File: src/rtl/iq_demod_acc.sv
// I/Q demodulator: multiplies each registered ADC sample by +/-1 per the IP/QP
// reference levels and integrates over a programmed number of whole IP periods.
module iq_demod_acc #(
    parameter int DW  = 10,
    parameter int AW  = 24,
    parameter int NPW = 8
) (
    input  logic                 Clk,
    input  logic                 Resetn,
    input  logic                 Start,
    input  logic [NPW-1:0]       NumPeriods,
    input  logic                 SampleValid,
    input  logic [DW-1:0]        Sample,
    input  logic                 IP,
    input  logic                 QP,
    output logic                 Busy,
    output logic                 Done,
    output logic signed [AW-1:0] IAcc,
    output logic signed [AW-1:0] QAcc,
    output logic                 Overflow
);

    typedef enum logic [1:0] {
        S_IDLE,
        S_SYNC,
        S_ACC,
        S_DONE
    } state_t;

    localparam logic signed [AW-1:0] ACC_MAX = {1'b0, {(AW-1){1'b1}}};
    localparam logic signed [AW-1:0] ACC_MIN = {1'b1, {(AW-1){1'b0}}};

    state_t                state_q, state_d;
    logic                  ip_r_q, ip_rr_q, qp_r_q, v_r_q;
    logic [DW-1:0]         s_r_q;
    logic signed [AW-1:0]  iacc_q, iacc_d, qacc_q, qacc_d;
    logic                  ovf_q, ovf_d;
    logic [NPW-1:0]        pcnt_q, pcnt_d, np_q, np_d;

    logic                  rise;
    logic                  acc_en;
    logic [NPW-1:0]        pcnt_inc;
    logic signed [AW-1:0]  s_ext, p_i, p_q;
    logic signed [AW:0]    sum_i, sum_q;
    logic                  sat_i, sat_q;
    logic signed [AW-1:0]  iacc_sat, qacc_sat;

    assign rise     = ip_r_q & ~ip_rr_q;
    assign pcnt_inc = pcnt_q + NPW'(1);

    // Widen before negating so that -(most negative sample) stays exact.
    assign s_ext = AW'($signed(s_r_q));
    assign p_i   = ip_r_q ? s_ext : -s_ext;
    assign p_q   = qp_r_q ? s_ext : -s_ext;

    assign sum_i = {iacc_q[AW-1], iacc_q} + {p_i[AW-1], p_i};
    assign sum_q = {qacc_q[AW-1], qacc_q} + {p_q[AW-1], p_q};
    assign sat_i = sum_i[AW] ^ sum_i[AW-1];
    assign sat_q = sum_q[AW] ^ sum_q[AW-1];
    assign iacc_sat = sat_i ? (sum_i[AW] ? ACC_MIN : ACC_MAX) : sum_i[AW-1:0];
    assign qacc_sat = sat_q ? (sum_q[AW] ? ACC_MIN : ACC_MAX) : sum_q[AW-1:0];

    always_ff @(posedge Clk or negedge Resetn) begin
        if (!Resetn) begin
            ip_r_q  <= 1'b0;
            ip_rr_q <= 1'b0;
            qp_r_q  <= 1'b0;
            v_r_q   <= 1'b0;
            s_r_q   <= '0;
        end else begin
            ip_r_q  <= IP;
            ip_rr_q <= ip_r_q;
            qp_r_q  <= QP;
            v_r_q   <= SampleValid;
            s_r_q   <= Sample;
        end
    end

    always_ff @(posedge Clk or negedge Resetn) begin
        if (!Resetn) begin
            state_q <= S_IDLE;
            iacc_q  <= '0;
            qacc_q  <= '0;
            ovf_q   <= 1'b0;
            pcnt_q  <= '0;
            np_q    <= '0;
        end else begin
            state_q <= state_d;
            iacc_q  <= iacc_d;
            qacc_q  <= qacc_d;
            ovf_q   <= ovf_d;
            pcnt_q  <= pcnt_d;
            np_q    <= np_d;
        end
    end

    always_comb begin
        state_d = state_q;
        pcnt_d  = pcnt_q;
        np_d    = np_q;
        acc_en  = 1'b0;
        iacc_d  = iacc_q;
        qacc_d  = qacc_q;
        ovf_d   = ovf_q;

        case (state_q)
            S_IDLE: begin
                if (Start) begin
                    iacc_d  = '0;
                    qacc_d  = '0;
                    ovf_d   = 1'b0;
                    pcnt_d  = '0;
                    np_d    = (NumPeriods == '0) ? NPW'(1) : NumPeriods;
                    state_d = S_SYNC;
                end
            end
            S_SYNC: begin
                if (rise) begin
                    acc_en  = v_r_q;
                    pcnt_d  = '0;
                    state_d = S_ACC;
                end
            end
            S_ACC: begin
                if (rise) begin
                    pcnt_d = pcnt_inc;
                    // The terminating rise sample belongs to the next window.
                    if (pcnt_inc == np_q) begin
                        state_d = S_DONE;
                    end else begin
                        acc_en = v_r_q;
                    end
                end else begin
                    acc_en = v_r_q;
                end
            end
            S_DONE: begin
                state_d = S_IDLE;
            end
            default: begin
                state_d = S_IDLE;
            end
        endcase

        if (acc_en) begin
            iacc_d = iacc_sat;
            qacc_d = qacc_sat;
            ovf_d  = ovf_q | sat_i | sat_q;
        end
    end

    assign Busy     = (state_q == S_SYNC) || (state_q == S_ACC);
    assign Done     = (state_q == S_DONE);
    assign IAcc     = iacc_q;
    assign QAcc     = qacc_q;
    assign Overflow = ovf_q;

endmodule

File: config.mk
export PLATFORM = sky130hd
export DESIGN_NAME = iq_demod_acc
export DESIGN_NICKNAME = d
export VERILOG_FILES = /design/src/rtl/iq_demod_acc.sv
export SDC_FILE = /design/constraint.sdc
export NUM_CORES = 1
export LEC_CHECK = 0
export ABC_AREA = 1
export CAP_MARGIN = 40
export CELL_PAD_IN_SITES_DETAIL_PLACEMENT = 1
export CELL_PAD_IN_SITES_GLOBAL_PLACEMENT = 2
export CORE_MARGIN = 2
export CORE_UTILIZATION = 32
export CTS_CLUSTER_DIAMETER = 120
export DETAILED_ROUTE_END_ITERATION = 10
export GPL_TIMING_DRIVEN = 0
export PLACE_DENSITY_LB_ADDON = 0.15
export SKIP_LAST_GASP = 1
export SLEW_MARGIN = 40
export SYNTH_ARGS = -nofsm -noshare
export SYNTH_HDL_FRONTEND = slang
export SYNTH_SLANG_ARGS = --single-unit
File: constraint.sdc
create_clock -name Clk -period 3.9 [get_ports Clk]
set_input_delay 0.975 -clock Clk [delete_from_list [all_inputs] [get_ports Clk]]
set_output_delay 0.975 -clock Clk [all_outputs]
set_load 0.005 [all_outputs]
; ---- After elaboration in Yosys (flattened, before gate mapping)
; Index checks and enable logic that the tools add are counted.
[word_totals]
ff_bits = 81
in_bits = 24
output_inout_bits = 51
elab_cells = 66
[op_classes]
add_sub_neg = 4
eq_ne = 8
mux = 27
n_bitwise = 6
n_reduce_logical = 10
[op_table]
columns = cell, count
row1 = 2-to-1 mux 24 bit, 10
row2 = adder 24 x 24 -> 25 bit, 2
row3 = 2-to-1 mux 8 bit, 4
row4 = negator 10 -> 24 bit, 1
row5 = case mux 8 bit (3 select lines), 1
row6 = "adder 8 x 1 -> 8 bit, second input constant", 1
row7 = == test 8 bit, 1
row8 = logical NOT 8 bit, 1
row9 = 2-to-1 mux 2 bit, 4
row10 = "!= test 2 bit, second input constant", 4
row11 = case mux 2 bit (4 select lines), 1
row12 = AND reduction 4 bit, 2
row13 = 2-to-1 mux 1 bit, 6
row14 = "== test 2 bit, second input constant", 2
row15 = AND reduction 2 bit, 2
row16 = nonzero test 2 bit, 2
row17 = nonzero test 3 bit, 1
row18 = "== test 2 x 1 -> 1 bit, second input constant", 1
row19 = logical NOT 2 bit, 1
row20 = OR 1 bit, 2
row21 = case mux 1 bit (2 select lines), 1
row22 = bitwise XOR 1 bit, 2
row23 = AND 1 bit, 1
row24 = logical OR 1 bit, 1
row25 = NOT 1 bit, 1

; ---- Longest topological paths before layout
; Gate-level depths: netlist (run 1).
[logic_depth]
word_depth = 7
ltp_mapped = 25
mapped_depth_nobuf = 24

; ---- Worst setup path before layout (run 1)
; OpenSTA, ideal clock, no wires.
[synth_timing]
path_kind = register -> register
startpoint = register s_r_q[0]
endpoint = register qacc_q[19] (netlist: QAcc[19])
setup_time_ns = 0.118
arrival_ns = 3.150
required_time_ns = 3.782
path_slack_ns = 0.632
path_stages_with_launch = 23
path_buffers = 2
period_less_slack_ns = 3.268
path_cell_list = dfrtp_1 -> inv_1 -> ha_1 -> nand2_1 -> nor4_1 -> nand2_1 -> nand2_1 -> clkbuf_1 -> a21oi_1 -> ha_1 -> nand2_1 -> inv_1 -> nand2_1 -> nand2_1 -> a21oi_1 -> nand3_1 -> nand2_1 -> nand2_1 -> nor2_2 -> buf_2 -> a21oi_1 -> nand2_1 -> nand2_1
[synth_between]
elab_chain_cells = 6
elab_cells_between_ends = 7
classes_between = 2 x add/sub / 4 x mux / 1 x bitwise
[synth_rtl]
columns = element, line_no
row1 = from (decl), 35  ; logic [DW-1:0] s_r_q;
row2 = from (signal assigned), 75  ; s_r_q <= Sample;
row3 = negator 10 -> 24 bit, 54  ; assign p_q = qp_r_q ? s_ext : -s_ext;
row4 = 2-to-1 mux 24 bit *, 54
row5 = adder 24 x 24 -> 25 bit *, 57  ; assign sum_q = {qacc_q[AW-1], qacc_q} + {p_q[AW-1], p_q};
row6 = 2-to-1 mux 24 bit / bitwise XOR 1 bit (equally long branches), "61, 59"
row7 = 2-to-1 mux 24 bit *, 61  ; assign qacc_sat = sat_q ? (sum_q[AW] ? ACC_MIN : ACC_MAX) : sum_q[AW-1:0];
row8 = 2-to-1 mux 24 bit *, 145  ; if (acc_en) begin
row9 = to (signal assigned), 90  ; qacc_q <= qacc_d;
row10 = to (decl), 36  ; logic signed [AW-1:0] iacc_q, iacc_d, qacc_q, qacc_d;
; Mark *: on every way between the ends. The rest lies on a longest branch, timed or not.
; A chain may end at the register's enable or synchronous reset.

; ---- Worst setup path after layout (run 1)
[layout_timing]
startpoint = register s_r_q[0]
endpoint = register qacc_q[22] (netlist: QAcc[22])
; The elaborated chain is that of the path after synthesis.

==> results by group, run 1 <==
STA
  – Post-layout min period: 3720 ps
  – Final worst-path cycle share: 0.953
  – Worst slew pin tran: 686 ps
  – Max transition margin: 0.543
  – Highest Clock Rate: 269 MHz
  – Slew Viols, Final: 0
  – Fin. Hold Viols: 0
  – Final Setup Violations: 0
  – Clock skew: 6.01 ps
  – Total Neg Setup Slack: 0 ps
  – RSZ-0062 raised after global routing: true
  – Hold WS: 382 ps

Routing
  – Post-DRT Antenna Nets: 0
  – Via count: 7748
  – Vias per std cell: 5.02
  – Routed wire length per instance: 18.0 µm
  – DRT Wirelength: 27.9 mm
  – DRC viols: 0
  – First-pass iteration count of the detailed router: 4
  – DRT iter0 DRCs: 296

Floorplanning
  – Row count: 55
  – Initial Utilization: 0.327
  – I/O Pins: 75
  – Die Area: 24300 µm²
  – Die height: 156 µm
  – Core Area: 22600 µm²
  – Die W: 156 µm

Min path
  – Hold_sp: ip_r_q$_DFF_PN0_
  – Worst hold path class: reg2reg

Logic synthesis
  – Post-synth top flop: dfrtp_1
  – Syn Inst Count: 1154
  – FF+latch count, synth: 81
  – Yosys warnings: 0
  – Synthesized area per cell: 6.41 µm²
  – Top-count cell post-synth: nand2_1
  – Post-synth EDFFs: 0
  – Post-Syn Nets: 1237
  – Post-Syn Area: 7390 µm²
  – Post-synth top area cell: dfrtp_1
  – Library cells used by synthesis: 40
  – Sequential share of the synthesized area: 0.274
  – Post-synth ARST share: 1.00
  – Area contributors post-synth: dfrtp_1 (27%), nand2_1 (20%), ha_1 (9.6%), a21oi_1 (8.3%), inv_1 (6.9%)
  – Commonest cells in the netlist: nand2_1 (392), inv_1 (135), a21oi_1 (122)
  – Yosys top cell area share: 0.274

CTS
  – CTS max path bufs: 2
  – Root buffer cell: clkbuf_16
  – Reg clk slew, reported paths: 70 ps
  – CTS Buf Count: 9
  – CTS Sinks: 81
  – CTS tree: built
  – Clk_lat worst skew: 370 ps
  – Hold_buf cts: 0
  – # H-tree levels: 3

Critical path
  – Worst path required time: 4210 ps
  – Worst-path fanout max: 10
  – Worst setup SP type: flip-flop
  – Setup CP Type: reg2reg
  – CP delay by family, top: simple AND/OR/NAND/NOR gates
  – Nature of the critical path endpoint: flip-flop
  – Largest stage delay, worst path: 460 ps
  – Crit-path cells: inv_1, ha_2, nand2_1, nor4_4, nand2_1, nand2_2, buf_6, a21oi_1, ha_2, nand2_1, nand2_1, nand2_1, nand2_1, inv_1, nand2_1, nand2_1, nand3_1, nand2_1, nand2_2, nand2_4, buf_4, a21oi_1, nand2_1, nand2_1
  – Crit path from: s_r_q[0]$_DFF_PN0_
  – CP Data Arrival Time: 4020 ps
  – Buf/Inv on CP: 4
  – CP most frequent cell: nand2_1
  – Slowest-stage cell, CP: dfrtp_2
  – R2R Path Start: s_r_q[0]$_DFF_PN0_

Global route
  – Vias in the first global route: 8137
  – Initial antenna violation count: 0
  – Global route total overflow: 0
  – First-pass GRT wire length: 44.6 mm
  – Maximum number of pins on one net before global-route repair: 46
  – Total Routing Usage GR: 0.238

Layout
  – N_diodes: 0
  – # fillers: 2934
  – Seq. cell area: 2030 µm²
  – NumNets Final: 1337
  – Layout cells sized above 1: 0.0937
  – Multi-input gate area: 4910 µm²
  – Layout Cells excl Fill: 1544
  – Synthesis-to-finish area growth: 24.1%

Flow run
  – Max-cap violations: 0

Outcome
  – Status: finished, final reports clean

Place
  – Gpl congestion: 0.845
  – Placed cell count: 1514
  – Hpwl dp: 22.6 mm
  – Port-buffer cells: 74

Power
  – Total chip power: 7.86 mW
  – Leak pwr: 4.61 nW
  – PwrDens: 856 nW/µm²
  – Comb power frac: 0.693
  – Sequential Power Share: 0.186
  – Sw Ratio: 0.505
  – Net Switching: 3.97 mW
  – VDD IR max: 0.292 mV
  – Clock power frac: 0.121
  – Int Pwr: 3.89 mW
-- logic make-up after synthesis --
logic type / after synthesis / share of synthesized area
simple gates: 618 / 0.349
flops: 81 / 0.274
xor+xnor: 39 / 0.0462
fa+ha+maj: 59 / 0.102
mux: 1 / 0.00152
buf+inv: 169 / 0.0912
compound gates: 187 / 0.136
-- sequential cells by signal (all words and copies together), names as in the netlist --
| signal | cells |
|---|---|
| qp_r_q | 1 |
| QAcc | 24 |
| pcnt_q | 8 |
| s_r_q | 10 |
| Overflow | 1 |
| state_q | 2 |
| v_r_q | 1 |
| IAcc | 24 |
| ip_r_q | 1 |
| ip_rr_q | 1 |
| np_q | 8 |
-- timing repair --
item / in CTS / in global routing
buffers inserted: 0 / 14
pin swaps: 0 / 20
resized for setup: 19 / 65
endpoints found under the setup margin: 47 / 47
-- power by group through the flow --
stage               sequential (mW)  combinational, mW  clock (mW)
global route                   1.50               6.19       0.992
global placement               1.47               4.96           0
floorplan                      1.38               3.35           0
detailed placement             1.48               5.03           0
CTS                            1.46               5.12       0.970
finish                         1.46               5.45       0.954
-- routing by layer --
metal	global-route usage	vias up	part of all wire
li1	-	3970	-
met1	0.316	3672	0.48
met2	0.411	80	0.48
met3	0.0189	26	0.015
met4	0.0751	0	0.019
met5	0	-	0
-- area by class of cell --
class	instances	area share
Sequential cell	81	0.221
Buffer	33	0.0218
Timing Repair Buffer	89	0.0945
Multi-Input combinational cell	904	0.535
Inverter	136	0.0559
Tap cell	285	0.0388
Clock inverter	6	0.00804
Clock buffer	10	0.0249
-- path summary, 6_finish.rpt --
path                                             end  slack (ps)  cells past startpoint
worst min-delay path               ip_rr_q$_DFF_PN0_         380                      0
min in group asynchronous            v_r_q$_DFF_PN0_         540                      1
worst max-delay path            QAcc[22]$_DFFE_PN0P_         180                     24
worst max register to register  QAcc[22]$_DFFE_PN0P_         180                     24
worst min register to register     ip_rr_q$_DFF_PN0_         380                      0
max in group asynchronous       IAcc[14]$_DFFE_PN0P_        2790                      2
-- stage by stage --
step	worst slack (ps)	instance area, µm²	util
2_1_floorplan	632	7390	-
3_3_place_gp	-1450	8490	0.375
3_5_place_dp	-618	8520	0.376
4_1_cts	-7.17	8880	0.392
5_1_grt	-38.9	9180	0.405
6_report	184	9180	0.405
-- cells in the final DEF (no fill, tap or decap), drive strengths merged --
| master | instances |
|---|---|
| clkinv | 2 |
| a31oi | 1 |
| fa | 2 |
| bufinv | 1 |
| o22ai | 7 |
| buf | 33 |
| a21boi | 1 |
| nand3 | 98 |
| clkdlybuf4s50 | 73 |
| and2 | 4 |
| nor3b | 1 |
| a21oi | 123 |
| o21bai | 14 |
| xnor2 | 20 |
| nand2 | 393 |
| or2 | 4 |
| nor3 | 12 |
| a22oi | 1 |
| ha | 57 |
| nand4 | 23 |
| nor2 | 77 |
| inv | 139 |
| a41oi | 1 |
| mux2 | 1 |
| xor2 | 19 |
| nor4 | 2 |
| dfrtp | 81 |
| nand3b | 4 |
| clkbuf | 26 |
| o21ai | 38 |
| a211oi | 1 |
No activity file was read; power rests on OpenSTA's default activity.
==> run 2: changes to the inputs <==
CELL_PAD_IN_SITES_DETAIL_PLACEMENT = 0   (was 1)
CELL_PAD_IN_SITES_GLOBAL_PLACEMENT = 1   (was 2)
CORE_UTILIZATION = 41   (was 32)
REMOVE_ABC_BUFFERS = 1   (was not set)
==> results by group, run 2 (synthesis results as in run 1) <==
Layout
  – N_diodes: 0
  – Most frequent cells in the layout: nand2_1 (379), inv_1 (134), a21oi_1 (118), nand3_1 (97), dfrtp_1 (79)
  – Synthesis-to-finish area growth: 21.5%
  – Layout cells sized above 1: 0.0674
  – NumNets Final: 1309
  – Leading cell type in the layout, fill and taps excluded: nand2_1
  – Design area: 8980 µm²

Routing
  – Routed wire length per instance: 15.6 µm
  – First-pass iteration count of the detailed router: 7
  – DRT Wirelength: 22.8 mm
  – DRC viols: 0
  – Vias per std cell: 5.15
  – DRT iter0 DRCs: 359
  – Via count: 7513
  – Post-DRT Antenna Nets: 0

Floorplanning
  – Die height: 138 µm
  – Initial Utilization: 0.414
  – Die Area: 19100 µm²
  – Core Area: 17800 µm²
  – Die W: 138 µm
  – I/O Pins: 75
  – Row count: 49

Place
  – Placed instance area: 8370 µm²
  – Gpl congestion: 0.909
  – Hpwl dp: 17.1 mm
  – Port-buffer cells: 74

STA
  – Clock skew: 10.2 ps
  – Worst slew pin tran: 757 ps
  – RSZ-0062 raised after global routing: true
  – Post-layout min period: 3590 ps
  – Final worst-path cycle share: 0.921
  – Highest Clock Rate: 278 MHz
  – Max transition margin: 0.495
  – Final Setup Violations: 0
  – Fin. Hold Viols: 0
  – Slew Viols, Final: 0

Power
  – VDD IR max: 0.504 mV
  – Comb power frac: 0.686
  – Leak pwr: 4.56 nW
  – Sequential Power Share: 0.191
  – Clock power frac: 0.123
  – Net Switching: 3.75 mW
  – Total chip power: 7.55 mW
  – Int Pwr: 3.80 mW
  – Sw Ratio: 0.496
  – PwrDens: 841 nW/µm²

Critical path
  – R2R Setup Slk: 310 ps
  – CP most frequent cell: nand2_1
  – Slowest-stage cell, CP: dfrtp_2
  – CP Data Arrival Time: 3890 ps
  – Setup CP Type: reg2reg
  – Worst setup path end: IAcc[1]$_DFFE_PN0P_
  – Worst path depth: 22
  – Nature of the critical path endpoint: flip-flop
  – Crit-path cells: inv_1, ha_1, nand2_1, nor4_4, buf_4, xor2_1, o21ai_0, ha_1, nand2_1, inv_1, a21oi_2, nand2_2, nand2_1, nand3_1, nand2_1, nand2_1, nand2_4, clkinvlp_4, buf_4, a21oi_1, nand2_1, nand2_1
  – R2R depth: 22
  – CP delay by family, top: simple AND/OR/NAND/NOR gates
  – Worst path required time: 4200 ps
  – Worst-path fanout max: 12
  – Largest stage delay, worst path: 450 ps
  – Worst reg2reg endpoint: IAcc[1]$_DFFE_PN0P_
  – Buf/Inv on CP: 5
  – Crit path from: s_r_q[0]$_DFF_PN0_
  – R2R Path Start: s_r_q[0]$_DFF_PN0_
  – Worst setup SP type: flip-flop

CTS
  – CTS max path bufs: 2
  – # H-tree levels: 3
  – CTS Sinks: 81
  – CTS tree: built
  – Reg clk slew, reported paths: 70 ps
  – Clk_lat worst skew: 360 ps
  – CTS Buf Count: 9
  – Root buffer cell: clkbuf_16

Global route
  – Total Routing Usage GR: 0.243
  – Initial antenna violation count: 0
  – Maximum number of pins on one net before global-route repair: 58
  – Global route total overflow: 0
  – Vias in the first global route: 7361
  – First-pass GRT wire length: 37.9 mm

Outcome
  – Status: finished, final reports clean

Min path
  – Worst hold path class: in2async

Flow run
  – Max-cap violations: 0
-- run 2: changes by cell type in the layout (fill, tap and decap cells not counted), sizes merged --
cell / previous run / this run
buf: 33 / 19
clkbuf: 26 / 10
clkinv: 2 / 1
clkinvlp: 0 / 4
inv: 139 / 137
nor2: 77 / 78
-- run 2: how the worst min path moves through the flow --
stage	start	endpoint	slack, ps
after detailed placement	np_q[4]$_DFFE_PN0P_	np_q[4]$_DFFE_PN0P_	500
after floorplan	np_q[4]$_DFFE_PN0P_	np_q[4]$_DFFE_PN0P_	460
after CTS	Resetn	pcnt_q[7]$_DFFE_PN0P_	470
final	Resetn	pcnt_q[7]$_DFFE_PN0P_	460
after global routing	Resetn	pcnt_q[7]$_DFFE_PN0P_	480
after global placement	np_q[4]$_DFFE_PN0P_	np_q[4]$_DFFE_PN0P_	500
-- run 2: metrics by stage --
| step | TNS, ps | setup WS (ps) | hold slack (ps) | cells | utilization |
|---|---|---|---|---|---|
| finish | 0 | 309 | 462 | 1460 | 0.503 |
| CTS | -44.6 | -20.5 | 468 | 1448 | 0.490 |
| detailed placement | -19380 | -513 | 504 | 1428 | 0.469 |
| global route | -9.25 | -9.25 | 479 | 1460 | 0.503 |
| global placement | -131360 | -1290 | 500 | 1424 | 0.463 |
| floorplan | 0 | 542 | 455 | 1121 | - |
-- run 2: power by group through the flow --
stage,clock network (mW),logic (mW),registers [mW]
6_report,0.932,5.18,1.44
5_1_grt,0.991,5.84,1.49
4_1_cts,0.957,4.91,1.44
3_5_place_dp,0,4.77,1.45
3_3_place_gp,0,4.73,1.45
2_1_floorplan,0,3.27,1.39
-- run 2: routing by layer --
layer,up-vias,wire [µm],GRT usage
li1,3903,-,-
met1,3494,10600,0.313
met2,92,11400,0.424
met3,24,532,0.0353
met4,0,366,0.0730
met5,-,0,0
-- run 2: cell type report --
| type | count | area (µm²) |
|---|---|---|
| inverter | 136 | 514 |
| timing repair inverter | 1 | 7.51 |
| multi-input combinational | 905 | 4880 |
| clock inverter | 6 | 73.8 |
| fill | 1881 | 8860 |
| timing repair buffer | 92 | 950 |
| sequential | 81 | 2030 |
| tap | 229 | 287 |
| clock buffer | 10 | 239 |
-- run 2: timing repair --
action / 4_1_cts / 5_1_grt
buffers inserted: 2 / 12
hold buffers: 0 / 0
cloned: 2 / 0
gates resized for setup: 11 / 35
endpoints found under the setup margin: 47 / 47
pin swaps: 1 / 9
